$ cat config.mk
export PLATFORM = sky130hd
export DESIGN_NAME = fetch_queue_flat
export DESIGN_NICKNAME = d
export VERILOG_FILES = /design/src/rtl/fetch_pkg.sv /design/src/rtl/fetch_queue_if.sv /design/src/rtl/fetch_queue_fifo.sv /design/src/rtl/fetch_queue.sv /design/src/flat_wrapper.sv
export SDC_FILE = /design/constraint.sdc
export NUM_CORES = 1
export LEC_CHECK = 0
export BUFFER_PORTS_ARGS = -buffer_cell sky130_fd_sc_hd__buf_2
export CAP_MARGIN = 10
export CORE_ASPECT_RATIO = 0.8
export CORE_MARGIN = 10
export CORE_UTILIZATION = 52
export DETAILED_ROUTE_END_ITERATION = 10
export HOLD_SLACK_MARGIN = 0.12
export PLACE_DENSITY = 0.74
export RECOVER_POWER = 100
export SYNTH_ARGS = -nofsm -noshare
export SYNTH_HDL_FRONTEND = slang
export SYNTH_SLANG_ARGS = --single-unit
$ cat constraint.sdc
create_clock -name clk -period 4.5 [get_ports clk]
set_clock_uncertainty 0.2 [all_clocks]
set_input_delay 0.45 -clock clk [delete_from_list [all_inputs] [get_ports clk]]
set_output_delay 0.45 -clock clk [all_outputs]
set_load 0.01 [all_outputs]
$ cat src/rtl/fetch_pkg.sv
// Shared types and constants for the instruction-fetch front end.
// Queue entries pair each instruction word with the PC it was fetched from.
package fetch_pkg;

   localparam int XLEN_DEFAULT = 32;
   localparam int PC_INC       = 4;

   typedef struct packed {
      logic [XLEN_DEFAULT-1:0] pc;
      logic [XLEN_DEFAULT-1:0] instr;
   } fetch_entry_t;

endpackage

$ cat src/rtl/fetch_queue_if.sv
// Fetch front-end bus: control, instruction-memory request/response and
// decode handshake. master is the fetch unit, slave is its environment.
interface fetch_queue_if #(
   parameter int XLEN = 32
);

   logic            run;
   logic            redirect_i;
   logic [XLEN-1:0] redirect_pc_i;

   logic            imem_req_o;
   logic [XLEN-1:0] imem_addr_o;
   logic            imem_gnt_i;
   logic            imem_rvalid_i;
   logic [XLEN-1:0] imem_rdata_i;

   logic            valid_o;
   logic            ready_i;
   logic [XLEN-1:0] pc_o;
   logic [XLEN-1:0] instr_o;

   modport master (
      input  run,
      input  redirect_i,
      input  redirect_pc_i,
      output imem_req_o,
      output imem_addr_o,
      input  imem_gnt_i,
      input  imem_rvalid_i,
      input  imem_rdata_i,
      output valid_o,
      input  ready_i,
      output pc_o,
      output instr_o
   );

   modport slave (
      output run,
      output redirect_i,
      output redirect_pc_i,
      input  imem_req_o,
      input  imem_addr_o,
      output imem_gnt_i,
      output imem_rvalid_i,
      output imem_rdata_i,
      input  valid_o,
      output ready_i,
      input  pc_o,
      input  instr_o
   );

endinterface

$ cat src/rtl/fetch_queue_fifo.sv
// Generic synchronous FIFO with flush; used for the prefetch queue and
// for the PC tags of in-flight memory requests.
module sync_fifo #(
   parameter type T     = logic [31:0],
   parameter int  DEPTH = 4,
   localparam int PW    = (DEPTH > 1) ? $clog2(DEPTH) : 1,
   localparam int CW    = $clog2(DEPTH + 1)
) (
   input  logic          clk,
   input  logic          rst_n,
   input  logic          push,
   input  T              din,
   input  logic          pop,
   input  logic          flush,
   output T              dout,
   output logic [CW-1:0] count,
   output logic          full,
   output logic          empty
);

   T mem [DEPTH];

   logic [PW-1:0] rd_ptr;
   logic [PW-1:0] wr_ptr;
   logic          do_push;
   logic          do_pop;

   function automatic logic [PW-1:0] nxt(input logic [PW-1:0] p);
      return (int'(p) == DEPTH - 1) ? '0 : p + PW'(1);
   endfunction

   assign full    = (count == CW'(DEPTH));
   assign empty   = (count == '0);
   assign do_push = push && !full;
   assign do_pop  = pop && !empty;
   assign dout    = mem[rd_ptr];

   always_ff @(posedge clk) begin
      if (do_push) mem[wr_ptr] <= din;
   end

   always_ff @(posedge clk or negedge rst_n) begin
      if (!rst_n) begin
         rd_ptr <= '0;
         wr_ptr <= '0;
         count  <= '0;
      end else if (flush) begin
         rd_ptr <= '0;
         wr_ptr <= '0;
         count  <= '0;
      end else begin
         if (do_push) wr_ptr <= nxt(wr_ptr);
         if (do_pop)  rd_ptr <= nxt(rd_ptr);
         count <= count + CW'(do_push) - CW'(do_pop);
      end
   end

endmodule

$ cat src/rtl/fetch_queue.sv
// Instruction-fetch front end: sequential prefetch into a DEPTH-entry
// queue, in-order memory responses, redirect flush with response dropping.
module fetch_queue
   import fetch_pkg::*;
#(
   parameter int              XLEN            = XLEN_DEFAULT,
   parameter int              DEPTH           = 4,
   parameter int              MAX_OUTSTANDING = 2,
   parameter logic [XLEN-1:0] RESET_PC        = '0
) (
   input logic         clk,
   input logic         reset,
   fetch_queue_if.master bus
);

   localparam int CW = $clog2(DEPTH + 1);
   localparam int OW = $clog2(MAX_OUTSTANDING + 1);
   localparam int SW = ((CW > OW) ? CW : OW) + 1;

   typedef struct packed {
      logic [XLEN-1:0] pc;
      logic [XLEN-1:0] instr;
   } entry_t;

   logic [XLEN-1:0] fetch_pc;
   logic [XLEN-1:0] tag_pc;
   logic [CW-1:0]   count;
   logic [OW-1:0]   outstanding;
   logic [OW-1:0]   drop_cnt;
   logic [SW-1:0]   credit;
   logic            q_full;
   logic            q_empty;
   logic            tag_full;
   logic            tag_empty;
   logic            req;
   logic            fire;
   logic            rsp;
   logic            drop;
   logic            push_q;
   logic            pop_q;
   logic            valid;
   entry_t          head;
   entry_t          rsp_entry;

   // Slots already promised to live in-flight requests count as used.
   assign credit = SW'(count) + SW'(outstanding) - SW'(drop_cnt);

   // reset is active low, so requests are held off while it is asserted.
   assign req = reset && bus.run && !bus.redirect_i && !tag_full
             && !q_full && (credit < SW'(DEPTH));

   assign fire      = req && bus.imem_gnt_i;
   assign rsp       = bus.imem_rvalid_i && !tag_empty;
   assign drop      = (drop_cnt != '0);
   assign push_q    = rsp && !drop && !bus.redirect_i;
   assign valid     = !q_empty && !bus.redirect_i;
   assign pop_q     = valid && bus.ready_i;
   assign rsp_entry = '{pc: tag_pc, instr: bus.imem_rdata_i};

   assign bus.imem_req_o  = req;
   assign bus.imem_addr_o = fetch_pc;
   assign bus.valid_o     = valid;
   assign bus.pc_o        = head.pc;
   assign bus.instr_o     = head.instr;

   always_ff @(posedge clk or negedge reset) begin
      if (!reset) begin
         fetch_pc <= RESET_PC;
         drop_cnt <= '0;
      end else if (bus.redirect_i) begin
         fetch_pc <= bus.redirect_pc_i;
         drop_cnt <= outstanding - OW'(rsp);
      end else begin
         if (fire)         fetch_pc <= fetch_pc + XLEN'(PC_INC);
         if (rsp && drop)  drop_cnt <= drop_cnt - OW'(1);
      end
   end

   sync_fifo #(
      .T     (entry_t),
      .DEPTH (DEPTH)
   ) u_queue (
      .clk   (clk),
      .rst_n (reset),
      .push  (push_q),
      .din   (rsp_entry),
      .pop   (pop_q),
      .flush (bus.redirect_i),
      .dout  (head),
      .count (count),
      .full  (q_full),
      .empty (q_empty)
   );

   // Tags survive redirects so each response stays paired with its request.
   sync_fifo #(
      .T     (logic [XLEN-1:0]),
      .DEPTH (MAX_OUTSTANDING)
   ) u_tags (
      .clk   (clk),
      .rst_n (reset),
      .push  (fire),
      .din   (fetch_pc),
      .pop   (rsp),
      .flush (1'b0),
      .dout  (tag_pc),
      .count (outstanding),
      .full  (tag_full),
      .empty (tag_empty)
   );

endmodule

$ cat src/flat_wrapper.sv
// flat-port wrapper written by rule: the top's interface ports become plain ports
module fetch_queue_flat import fetch_pkg::*;
#(
   parameter int              XLEN            = XLEN_DEFAULT,
   parameter int              DEPTH           = 4,
   parameter int              MAX_OUTSTANDING = 2,
   parameter logic [XLEN-1:0] RESET_PC        = '0
)
  (clk, reset, bus_run, bus_redirect_i, bus_redirect_pc_i, bus_imem_req_o, bus_imem_addr_o, bus_imem_gnt_i, bus_imem_rvalid_i, bus_imem_rdata_i, bus_valid_o, bus_ready_i, bus_pc_o, bus_instr_o);
  fetch_queue_if #(.XLEN(XLEN)) bus_i ();
  input logic clk;
  input logic reset;
  input wire logic [$bits(bus_i.run)-1:0] bus_run;
  input wire logic [$bits(bus_i.redirect_i)-1:0] bus_redirect_i;
  input wire logic [$bits(bus_i.redirect_pc_i)-1:0] bus_redirect_pc_i;
  output wire logic [$bits(bus_i.imem_req_o)-1:0] bus_imem_req_o;
  output wire logic [$bits(bus_i.imem_addr_o)-1:0] bus_imem_addr_o;
  input wire logic [$bits(bus_i.imem_gnt_i)-1:0] bus_imem_gnt_i;
  input wire logic [$bits(bus_i.imem_rvalid_i)-1:0] bus_imem_rvalid_i;
  input wire logic [$bits(bus_i.imem_rdata_i)-1:0] bus_imem_rdata_i;
  output wire logic [$bits(bus_i.valid_o)-1:0] bus_valid_o;
  input wire logic [$bits(bus_i.ready_i)-1:0] bus_ready_i;
  output wire logic [$bits(bus_i.pc_o)-1:0] bus_pc_o;
  output wire logic [$bits(bus_i.instr_o)-1:0] bus_instr_o;
  assign bus_i.run = bus_run;
  assign bus_i.redirect_i = bus_redirect_i;
  assign bus_i.redirect_pc_i = bus_redirect_pc_i;
  assign bus_imem_req_o = bus_i.imem_req_o;
  assign bus_imem_addr_o = bus_i.imem_addr_o;
  assign bus_i.imem_gnt_i = bus_imem_gnt_i;
  assign bus_i.imem_rvalid_i = bus_imem_rvalid_i;
  assign bus_i.imem_rdata_i = bus_imem_rdata_i;
  assign bus_valid_o = bus_i.valid_o;
  assign bus_i.ready_i = bus_ready_i;
  assign bus_pc_o = bus_i.pc_o;
  assign bus_instr_o = bus_i.instr_o;
  fetch_queue #(.XLEN(XLEN), .DEPTH(DEPTH), .MAX_OUTSTANDING(MAX_OUTSTANDING), .RESET_PC(RESET_PC)) u_core (.clk(clk), .reset(reset), .bus(bus_i));
endmodule
=== Yosys cells after proc, flatten, opt, wreduce, memory -nomap -nowiden ===
Memories as Yosys holds them, arrays and structs flattened.
Index checks and enable logic that the tools add are counted.

* Bits in writable memories: 320
* Memories: 2
* Register bits: 45
* Word-level logic and storage cells: 74

* Reduce and logical (&&, ||, !) cells: 29
* Add/subtract/negate cells: 13
* Muxes and demuxes: 17
* Equal/unequal tests: 4
* $lt $le $gt $ge: 1

{| class="wikitable"
|+ Memory list
! name !! words !! width !! rd ports !! clocked after memory_dff !! wr ports !! line !! source
|-
| u_core.u_queue.mem || 4 || 64 || 1 || 0 || 1 || fetch_queue_fifo.sv:21 || <nowiki>T mem [DEPTH];</nowiki>
|-
| u_core.u_tags.mem || 2 || 32 || 1 || 0 || 1 || fetch_queue_fifo.sv:21 ||
|}

{| class="wikitable"
|+ Operators with widths
! cell !! number
|-
| 2-to-1 mux 32 bit || 2
|-
| adder 32 x 3 -> 32 bit (second input constant) || 1
|-
| logical AND 1 bit || 16
|-
| 2-to-1 mux 2 bit || 8
|-
| nonzero test 2 bit || 5
|-
| logical NOT 1 bit || 6
|-
| 2-to-1 mux 1 bit || 6
|-
| adder 2 x 1 -> 2 bit (second input constant) || 2
|-
| adder 3 x 2 -> 4 bit || 1
|-
| equality test 2 x 1 -> 1 bit (second input constant) || 2
|-
| less-than comparator 4 x 3 -> 1 bit (second input constant) || 1
|-
| subtractor 2 x 1 -> 2 bit || 2
|-
| subtractor 4 x 2 -> 4 bit || 1
|-
| adder 3 x 1 -> 3 bit || 1
|-
| equality test 3 bit (second input constant) || 1
|-
| logical NOT 3 bit || 1
|-
| 2-to-1 mux 3 bit || 1
|-
| subtractor 3 x 1 -> 3 bit || 1
|-
| adder 1 bit (second input constant) || 2
|-
| adder 2 x 1 -> 2 bit || 1
|-
| equality test 2 bit (second input constant) || 1
|-
| logical NOT 2 bit || 1
|-
| subtractor 2 x 1 -> 2 bit (second input constant) || 1
|}

=== Logic depth before layout (Yosys ltp) ===
* Depth after elaboration: 9
* Depth in mapped cells: 15
* Depth with buffers taken out: 14

=== Modules after synthesis ===
Synthesis repeated with hierarchy kept, for this count alone.

* Cells, all modules: 777
* Area total of the unflattened synthesis: 14535.2 um^2

{| class="wikitable"
|+ Modules (own cells, without submodules)
! module !! instances !! area an instance (um^2) !! cells each
|-
| sync_fifo at u_core.u_queue || 1 || 9708.1 || 382
|-
| sync_fifo at u_core.u_tags || 1 || 2534.9 || 125
|-
| fetch_queue || 1 || 2292.2 || 270
|}

=== Worst setup path after synthesis ===
OpenSTA, ideal clock, no wires.

* Path type: flip-flop to flip-flop
* From: register u_core.u_tags.count[1]
* To: memory u_core.u_tags.mem[0][0] in the netlist's numbering, enable pin
* Data required time: 3.879 ns
* Setup slack: 0.251 ns
* Setup time: 0.421 ns
* Stages on the path, launching flop included: 12
* Clock period less this slack: 4.249 ns
* Data arrival time: 3.627 ns
* Path buffers: 1
* Cells stage by stage: dfrtp_1 inv_1 fa_1 inv_1 ha_1 and4b_1 o21ai_1 nand4_2 buf_2 inv_1 nand2_1 nor2_1

* Longest elaborated chain between the ends: 9
* Elaborated cells on any way between the ends: 12
* Those cells by class: add/sub: 2; order compare: 1; eq/ne: 1; mux: 2; reduce/logical: 6

{| class="wikitable"
|+ Ends and longest elaborated chain
! item !! line !! source
|-
| start, declared || fetch_queue_fifo.sv:16 || <nowiki>output logic [CW-1:0] count,</nowiki>
|-
| start signal, assigned || fetch_queue_fifo.sv:54 || <nowiki>count <= count + CW'(do_push) - CW'(do_pop);</nowiki>
|-
| branches (longest 4 deep; another with adder 3 x 2 -> 4 bit) || -- ||
|-
| logical AND 1 bit (*) || fetch_queue.sv:50 || <nowiki>&& !q_full && (credit < SW'(DEPTH));</nowiki>
|-
| named net bus_imem_req_o || flat_wrapper.sv:16 || <nowiki>output wire logic [$bits(bus_i.imem_req_o)-1:0] bus_imem_req_o;</nowiki>
|-
| logical AND 1 bit (*) || fetch_queue.sv:52 || <nowiki>assign fire = req && bus.imem_gnt_i;</nowiki>
|-
| logical AND 1 bit (*) || fetch_queue_fifo.sv:34 || <nowiki>assign do_push = push && !full;</nowiki>
|-
| 2-to-1 mux 1 bit (*) || fetch_queue_fifo.sv:39 || <nowiki>if (do_push) mem[wr_ptr] <= din;</nowiki>
|-
| 2-to-1 mux 1 bit (implied by the code) (*) || fetch_queue_fifo.sv:39 ||
|-
| end, declared || fetch_queue_fifo.sv:21 ||
|}

Mark *: on every way through the listed nets, which the timed path passes.

=== Worst setup path in the final report ===
* From: register u_core.u_tags.count[1]
* To: memory u_core.u_tags.mem[1][19] in the netlist's numbering, enable pin

* Longest elaborated chain between the ends: 9
* Elaborated cells on any way between the ends: 12
* Those cells by class: add/sub: 2; order compare: 1; eq/ne: 1; mux: 2; reduce/logical: 6

{| class="wikitable"
|+ Ends and longest elaborated chain
! item !! line
|-
| branches (longest 6 deep; another with adder 3 x 2 -> 4 bit) || --
|-
| logical AND 1 bit (*) || fetch_queue_fifo.sv:34
|-
| 2-to-1 mux 1 bit (*) || fetch_queue_fifo.sv:39
|-
| 2-to-1 mux 1 bit (implied by the code) (*) || fetch_queue_fifo.sv:39
|}

Every way passes the cells marked *.

==> flow_metrics.py <==
metrics = {
    "die": {
        "initial_core_util": 0.5287,
        "die_x_um": 206.3,
        "die-area_um2": 34860,
        "die_y_um": 169.0,
        "io_pins": 169,
        "row_count": 54,
        "design.core.area_um2": 27300,
    },
    "pwr": {
        "p_leak_nw": 5.654,
        "power_density_nw_per_um2": 484.3,
        "clock_power_share": 0.347,
        "seqPwrFrac": 0.497,
        "p_sw_mw": 2.107,
        "p_comb_frac": 0.156,
        "p_int_mw": 6.255,
        "ir_worst_vdd_uv": 278.3,
        "sw_frac_of_total": 0.2519,
    },
    "detailed_routing": {
        "post_drt_wl_per_cell_um": 21.97,
        "ant_nets": 0,
        "drtIter0Drc": 698,
        "wirelength_um": 30800,
        "drt_first_pass_iters": 5,
        "via_per_inst": 5.647,
        "route.detailed.drc": 0,
        "vias": 7917,
    },
    "status": {
        "status": "complete, but fails checks",
        "violations": "max-capacitance violations, max-slew violations",
    },
    "sta": {
        "final_max_slew_viol_count": 390,
        "period_needed_ns": 3.788,
        "grt_setup_unrepaired": "no",
        "hold_viol_final": 0,
        "worst_pin_slew_ns": 2.600,
        "finalCritPeriodShare": 0.8417,
        "fin_tns_setup_ns": 0,
        "fmax_mhz": 264.0,
        "maxSlewHeadroom": -0.7330,
        "fin_ws_ns": 0.7124,
        "setup_violations": 0,
    },
    "layout": {
        "fill_cells": 1982,
        "fin_util": 0.6326,
        "antenna_cells": 0,
        "synthToLayoutAreaGrowth_pct": 19.64,
        "layout.nets": 1101,
        "drive_gt1_frac": 0.1618,
    },
    "placement": {
        "port-buffer-count": 168,
        "gp_congestion": 0.8335,
        "pre_cts_ws_ns": 0.9449,
        "hpwlAfterDp_um": 18570,
    },
    "yosys": {
        "async_flop_share": 0.1233,
        "synth_top_area_frac": 0.6658,
        "yosysSeqAreaShare": 0.7438,
        "post-synth-top-count-cell": "edfxtp_1",
        "yosys.area.top_type": "edfxtp_1",
        "synth.distinct_cells": 49,
        "synth_top_cells_by_count": "edfxtp_1, mux4_2, dfrtp_1",
        "synth.area.top_cells": "edfxtp_1, mux4_2, dfrtp_1, mux2_2, ha_1",
        "ys_ff_latch": 365,
        "synth_edf_count": 320,
        "yosysWarnings": 0,
        "syn_inst": 773,
        "synth_ff_type": "edfxtp_1",
        "synth.avg_cell_area_um2": 18.67,
        "netlist_area_um2": 14430,
        "syn_nets": 861,
    },
    "cts": {
        "cts_tree": "yes",
        "clock_latency_ns": 0.51,
        "cts_buffers": 36,
        "cts_resized": 0,
        "cts-root-buf": "clkbuf_16",
        "clk_path_buf_depth": 3,
        "path_clk_slew_ns": 0.06,
        "cts.sinks": 365,
        "htreeDepth": 2,
    },
    "worst_setup_path": {
        "cp_max_fo": 27,
        "worst_setup_path_start_kind": "register",
        "required_ns": 4.43,
        "criticalPathCategory": "register to register",
        "cp-end-kind": "register",
        "worstPathArrival_ns": 3.72,
    },
    "run": {
        "max_cap_violations": 7,
    },
    "grt": {
        "grt_max_degree": 67,
        "grt_pass1_wl_um": 48780,
        "overflow": 0,
        "first_global_vias": 8409,
        "track_usage": 0.1792,
        "antenna_found_initial": 0,
    },
    "min_path": {
        "hold_class": "input port to register",
    },
}
critical path, stage by stage, from the launching register on:
cell	delay [ns]
dfrtp_1	0.43
inv_1	0.08
fa_1	0.51
inv_1	0.04
ha_1	0.29
and4b_1	0.24
o21ai_0	0.25
nand4_2	0.12
inv_1	0.12
and3_1	0.38
clkbuf_2	0.71
metal layers:
layer	part of all wire	global-route usage	wire [um]	vias up
li1	-	-	-	3607
met1	0.45	0.2520	13760	4021
met2	0.47	0.2797	14600	240
met3	0.062	0.04064	1901	49
met4	0.018	0.04276	539	0
met5	0	0	0	-
final cells by class:
class / instances / area [um^2] / area share
clock buffers: 44 / 952.2 / 0.05514
clock inverters: 19 / 187.7 / 0.01087
inverters: 25 / 93.84 / 0.005435
multi-input cells: 347 / 3471 / 0.2010
flip-flops and latches: 365 / 10740 / 0.6220
well taps: 364 / 455.4 / 0.02638
repair buffers: 238 / 1366 / 0.07913
placed cells by master (no fill, tap or decap), types with 3 or more instances in the layout:
master and n:
edfxtp_1 320, clkbuf_1 139, dlygate4sd3_1 65, mux4_2 64, dfrtp_1 43, nor2_1 38
buf_2 38, clkbuf_16 37, mux2_1 32, inv_1 25, a31oi_1 25, nand2_1 24
o21ai_0 16, ha_1 15, or3_1 13, o31ai_1 13, nand3_1 12, or4_1 12
nand4_1 9, xnor2_1 8, clkinv_1 8, and3_1 7, clkinv_2 6, and4_1 5
o211ai_1 5, a21oi_1 4, and2_2 4, bufinv_16 4, and2_1 3, nor2b_1 3
worst paths after layout:
kind                                            from                         end  slack, ns  cells after the start
setup / recovery              u_core.u_tags.count[1]    u_core.u_tags.mem[1][19]       0.71                     10
max in group asynchronous                      reset    u_core.u_queue.rd_ptr[1]       1.00                      3
setup reg to reg              u_core.u_tags.count[1]    u_core.u_tags.mem[1][19]       0.71                     10
hold reg to reg            u_core.bus.imem_addr_o[0]     u_core.u_tags.mem[0][0]       0.35                      0
min in group asynchronous                      reset  u_core.bus.imem_addr_o[22]       1.27                      3
hold / removal                        bus_imem_gnt_i        u_core.u_tags.wr_ptr       0.23                      3
power groups by stage:
stage / clock (mW) / combinational (mW) / sequential (mW)
5_1_grt: 3.11 / 1.45 / 4.18
3_3_place_gp: 0 / 1.31 / 4.22
2_1_floorplan: 0 / 0.986 / 4.10
6_report: 2.91 / 1.30 / 4.15
3_5_place_dp: 0 / 1.34 / 4.23
4_1_cts: 2.97 / 1.40 / 4.16
through the flow:
step	hold WS (ns)	instance area [um^2]	std cells	power, mW
after CTS	0.2053	17450	1402	8.520
after global placement	0.3237	15660	1274	5.530
after detailed placement	0.3325	15660	1274	5.570
final	0.2312	17270	1402	8.362
after global routing	0.2528	17270	1402	8.747
after floorplan	-0.04559	14430	773	5.082
cells by family after synthesis:
| group | count (synthesis) | share of synthesized area |
|---|---|---|
| muxes | 99 | 0.1271 |
| buffers and inverters | 61 | 0.01656 |
| adders and majority gates | 17 | 0.01578 |
| and+or+nand+nor | 147 | 0.05574 |
| xor gates and xnor gates | 8 | 0.004855 |
| AOI/OAI and AO/OA | 76 | 0.03615 |
| DFF | 365 | 0.7438 |
state kept, by name, indices dropped and copies added, names as in the netlist, 2 cells and up:
name,count
u_core.bus.imem_addr_o,32
u_core.drop_cnt,2
u_core.u_queue.count,3
u_core.u_queue.mem,256
u_core.u_queue.rd_ptr,2
u_core.u_queue.wr_ptr,2
u_core.u_tags.count,2
u_core.u_tags.mem,64
repair_timing:
item / 4_1_cts / 5_1_grt
setup buffers: 0 / 0
hold endpoints to repair: 205 / 0
hold buffers: 65 / 0
Note: power is estimated with default switching activity, not from simulation.
